File: src/rtl/div_result_bcd.sv
// div_result_bcd: converts one quotient/remainder pair from the divider into
// packed BCD using two parallel double-dabble engines, one bit per clock.
// Ports:
//   clk, rst_n            clock, asynchronous active-low reset
//   in_valid / in_ready   upstream handshake; in_ready is high only in IDLE
//   quotient, remainder   binary operands, sampled only at the accept edge
//   out_valid / out_ready downstream handshake for the finished conversion
//   q_bcd, r_bcd          packed BCD results, digit 0 in bits [3:0]
//   busy                  high while a conversion is in flight or waiting
module div_result_bcd #(
    parameter int unsigned WIDTH = 8,
    parameter int unsigned NDIG  = 3
) (
    input  logic                clk,
    input  logic                rst_n,
    input  logic                in_valid,
    output logic                in_ready,
    input  logic [WIDTH-1:0]    quotient,
    input  logic [WIDTH-1:0]    remainder,
    output logic                out_valid,
    input  logic                out_ready,
    output logic [4*NDIG-1:0]   q_bcd,
    output logic [4*NDIG-1:0]   r_bcd,
    output logic                busy
);

    localparam int unsigned BW = 4 * NDIG;
    localparam int unsigned CW = $clog2(WIDTH + 1);

    function automatic longint unsigned pow10(input int unsigned n);
        longint unsigned p;
        p = 64'd1;
        for (int unsigned i = 0; i < n; i++) begin
            p = p * 64'd10;
        end
        return p;
    endfunction

    // The largest operand must fit in NDIG decimal digits.
    if (pow10(NDIG) <= ((64'd1 << WIDTH) - 64'd1)) begin : g_illegal_ndig
        $error("div_result_bcd: NDIG too small for WIDTH");
    end

    typedef enum logic [1:0] {
        IDLE,
        SHIFT,
        DONE
    } state_t;

    state_t            state;
    state_t            state_next;
    logic [WIDTH-1:0]  q_bin;
    logic [WIDTH-1:0]  r_bin;
    logic [BW-1:0]     q_acc;
    logic [BW-1:0]     r_acc;
    logic [BW-1:0]     q_adj;
    logic [BW-1:0]     r_adj;
    logic [CW-1:0]     cnt;
    logic              accept;
    logic              release_out;
    logic              shift_done;

    // Add 3 to every digit >= 5 so the following left shift carries correctly.
    function automatic logic [BW-1:0] add3(input logic [BW-1:0] b);
        logic [BW-1:0] r;
        r = b;
        for (int unsigned i = 0; i < NDIG; i++) begin
            if (b[4*i +: 4] >= 4'd5) begin
                r[4*i +: 4] = b[4*i +: 4] + 4'd3;
            end
        end
        return r;
    endfunction

    assign in_ready    = (state == IDLE);
    assign accept      = in_valid && in_ready;
    assign release_out = out_valid && out_ready;
    // All WIDTH bits have been shifted in; this edge loads the result.
    assign shift_done  = (state == SHIFT) && (cnt == CW'(WIDTH));
    assign q_adj       = add3(q_acc);
    assign r_adj       = add3(r_acc);

    // State register.
    always_ff @(posedge clk or negedge rst_n) begin
        if (!rst_n) begin
            state <= IDLE;
        end else begin
            state <= state_next;
        end
    end

    // Next-state logic.
    always_comb begin
        state_next = state;
        case (state)
            IDLE:    if (accept)      state_next = SHIFT;
            SHIFT:   if (shift_done)  state_next = DONE;
            DONE:    if (release_out) state_next = IDLE;
            default: state_next = IDLE;
        endcase
    end

    // Conversion datapath and registered outputs.
    always_ff @(posedge clk or negedge rst_n) begin
        if (!rst_n) begin
            q_bin     <= '0;
            r_bin     <= '0;
            q_acc     <= '0;
            r_acc     <= '0;
            cnt       <= '0;
            q_bcd     <= '0;
            r_bcd     <= '0;
            out_valid <= 1'b0;
            busy      <= 1'b0;
        end else begin
            out_valid <= (state_next == DONE);
            busy      <= (state_next != IDLE);
            if (accept) begin
                q_bin <= quotient;
                r_bin <= remainder;
                q_acc <= '0;
                r_acc <= '0;
                cnt   <= '0;
            end else if ((state == SHIFT) && !shift_done) begin
                q_acc <= BW'({q_adj, q_bin[WIDTH-1]});
                r_acc <= BW'({r_adj, r_bin[WIDTH-1]});
                q_bin <= WIDTH'({q_bin, 1'b0});
                r_bin <= WIDTH'({r_bin, 1'b0});
                cnt   <= cnt + CW'(1);
            end
            // Results hold after the handshake until the next load.
            if (shift_done) begin
                q_bcd <= q_acc;
                r_bcd <= r_acc;
            end
        end
    end

endmodule

File: config.mk
export PLATFORM = sky130hd
export DESIGN_NAME = div_result_bcd
export DESIGN_NICKNAME = d
export VERILOG_FILES = /design/src/rtl/div_result_bcd.sv
export SDC_FILE = /design/constraint.sdc
export NUM_CORES = 1
export LEC_CHECK = 0
export ABC_AREA = 1
export ABC_CLOCK_PERIOD_IN_PS = 1500
export BUFFER_PORTS_ARGS = -buffer_cell sky130_fd_sc_hd__buf_2
export CAP_MARGIN = 20
export CORE_UTILIZATION = 40
export DETAILED_ROUTE_END_ITERATION = 16
export PLACE_DENSITY = 0.67
export SYNTH_ARGS = -nofsm -noshare
export SYNTH_HDL_FRONTEND = slang
export SYNTH_SLANG_ARGS = --single-unit
export TNS_END_PERCENT = 30
File: constraint.sdc
create_clock -name clk -period 1.5 [get_ports clk]
set_input_delay 0.3 -clock clk [delete_from_list [all_inputs] [get_ports clk]]
set_output_delay 0.3 -clock clk [all_outputs]
set_load 0.01 [all_outputs]
==> results.sh <==
export IMPL_fill_cells=808
export IMPL_insertion_delay_ns=0.35
export IMPL_fin_worst_skew_ns=0.00632
export IMPL_slew_headroom_pct=73.9
export IMPL_cts_buffer_depth=2
export IMPL_p_leak_nw=2.15
export IMPL_final_util_pct=50.1
export IMPL_worstMarginPinSlew_ns=0.392
export IMPL_cap_violations=0
export IMPL_hold_violations=0
export IMPL_avgSynthCellArea_sq_um=8.49
export IMPL_synth_net_count=444
export IMPL_crit_fanout=4
export IMPL_synth_area_leaders="dfrtp_1, nand2_1, o21ai_0, nand3_1, ha_1"
export IMPL_crit_path_end_kind="flip-flop"
export IMPL_die_area_sq_um=9080
export IMPL_worstReg2RegEnd="busy"
export IMPL_io_buffers=46
export IMPL_fp_dieW_um=95.3
export IMPL_synth_top_area_share_pct=51.8
export IMPL_initial_utilization_pct=41.9
export IMPL_die_y_um=95.3
export IMPL_antenna_found_initial=0
export IMPL_setup_violations=0
export IMPL_nets=501
export IMPL_viasPerCell=4.90
export IMPL_synth_area_sq_um=3480
export IMPL_min_period_ns=1.43
export IMPL_setup_ws_ns=0.0713
export IMPL_gp_congestion=0.813
export IMPL_crit_required_ns=1.73
export IMPL_core_area_sq_um=8300
export IMPL_rows=33
export IMPL_power_density_nw_per_um2=2240
export IMPL_synthFlopType="dfrtp_1"
export IMPL_vias=2827
export IMPL_max_stage_delay_ns=0.38
export IMPL_synth_edf_count=0
export IMPL_crit_family="simple AND/OR/NAND/NOR gates"
export IMPL_wire_per_inst_um=12.4
export IMPL_path_cells="inv_2 > ha_4 > nand2_1 > nor2_4 > nand2_4 > o21ai_0 > or2_2"
export IMPL_num_antenna_cells=0
export IMPL_drive_gt1_share_pct=22.2
export IMPL_hold_path_class="input port to flip-flop"
export IMPL_clk_pin_slew_ns=0.08
export IMPL_max_freq_mhz=700
export IMPL_worstHoldEndpoint="q_bin[0]"
export IMPL_instances_no_fill=577
export IMPL_slew_violations=0
export IMPL_dp_hpwl_um=4710
export IMPL_hold_depth=3
export IMPL_yosys_top_cells_count="nand2_1, dfrtp_1, o21ai_0"
export IMPL_ys_ff_latch=72
export IMPL_yosysSeqAreaShare_pct=51.8
export IMPL_crit_type="flip-flop to flip-flop"
export IMPL_cts_made_buffers=9
export IMPL_critPathLaunchType="flip-flop"
export IMPL_grt_pass1_vias=2609
export IMPL_io_pins=47
export IMPL_grt_first_pass_wirelength_um=11800
export IMPL_cts_tree="done"
export IMPL_dp_slack_ns=0.0356
export IMPL_async_reset_ff_share_pct=100
export IMPL_hold_start="quotient[0]"
export IMPL_netlist_top_cell_by_area="dfrtp_1"
export IMPL_drtIter0Drc=112
export IMPL_grtUsageTotal_pct=17.0
export IMPL_ant_nets=0
export IMPL_path_buf_inv=1
export IMPL_reg2reg_slack_ns=0.07
export IMPL_grt_max_degree=73
export IMPL_r2r_start="cnt[0]"
export IMPL_cts_num_sinks=72
export IMPL_ff2ff_path_depth=7
export IMPL_vdd_drop_max_mv=0.829
export IMPL_syn2layout_area_growth_pct=19.4
export IMPL_htree_levels=3
export IMPL_yosysMostFrequentCell="nand2_1"
export IMPL_ys_types=23
export IMPL_crit_slowest_cell="dfrtp_1"
export IMPL_overflow=0
export IMPL_routed_wl_um=7150
export IMPL_drc_errors=0
export IMPL_synthCells=410
export IMPL_cp_arrival_ns=1.66
export IMPL_root_buffer="clkbuf_8"
export IMPL_place_inst=557
export IMPL_dr_pass1_iters=4
export IMPL_outcome="complete, no violations"
export IMPL_yosys_warnings=0
export IMPL_fin_crit_sh_pct=95.2
layer usage:
layer	track usage (%)	wire (um)
met1	22.1	3450
met2	27.6	3380
met3	4.31	262
met4	6.06	64
met5	0	0
area by class of cell:
class	instances	area, sq um	area share (%)
sequential	72	1800	43.4
tap	105	131	3.16
clock buffer	10	138	3.31
timing repair buffer	61	420	10.1
clock inverter	6	68.8	1.66
inverter	42	163	3.91
multi-input combinational	281	1430	34.5
layout by cell type (no fill, tap or decap), drive strengths merged:
cell type    instances
nand2              135
dfrtp               72
o21ai               65
buf                 59
inv                 42
nand3               39
nor2                19
ha                  14
clkbuf              11
nand4                5
clkinvlp             4
or2                  2
a21oi                1
o21bai               1
clkinv               1
bufinv               1
dlygate4sd3          1
worst min-delay path: cells and delay by family:
family / cells / cell delay, ns
buffers and inverters: 1 / 0.07
and+or+nand+nor: 2 / 0.10
sequential cells by signal (all words and copies together), names as in the netlist:
name       flops
busy           1
cnt            4
out_valid      1
q_acc         12
q_bcd         12
q_bin          8
r_acc         12
r_bcd         12
r_bin          8
state          2
report_power, final:
| part | switching (W) | total, W | internal (W) |
|---|---|---|---|
| registers | 0.000571 | 0.00338 | 0.00281 |
| clock network | 0.000752 | 0.00157 | 0.000815 |
| logic | 0.00265 | 0.00436 | 0.00172 |
| total | 0.00397 | 0.00930 | 0.00534 |
metrics by stage:
step,hold slack (ns),setup TNS (ns),instance area [sq um],total power [W]
after floorplan,0.00441,0,3480,0.00643
after global placement,0.360,0,3870,0.00746
after detailed placement,0.364,0,3870,0.00763
after CTS,0.147,0,4090,0.00923
after global routing,0.153,-0.00959,4160,0.0102
final,0.156,0,4160,0.00930
worst max-delay path by stage:
stage                start       end  slack [ns]  cells after the start
global route        cnt[1]  q_bcd[9]      -0.009                      8
detailed placement  cnt[0]  r_acc[8]        0.04                      8
global placement    cnt[0]  r_bin[3]         0.1                      8
floorplan           cnt[0]  q_bcd[7]        0.10                      9
finish              cnt[0]      busy        0.07                      7
CTS                 cnt[0]  r_acc[8]        0.02                      8
cell families (layout without fill, tap and decap cells):
| group | after synthesis | in the layout | share of synthesized area (%) |
|---|---|---|---|
| buf+inv | 57 | 119 | 7.66 |
| flops | 72 | 72 | 51.8 |
| simple gates | 200 | 200 | 24.8 |
| fa+ha+maj | 14 | 14 | 5.03 |
| compound gates | 67 | 67 | 10.8 |
what timing repair did:
action                                  CTS  global route
gates resized for setup                   0            14
setup buffers                             0             2
endpoints found under the setup margin    0            51
hold endpoints to repair                 53             0
hold buffers                              1             0
No activity file was read; power rests on OpenSTA's default activity.
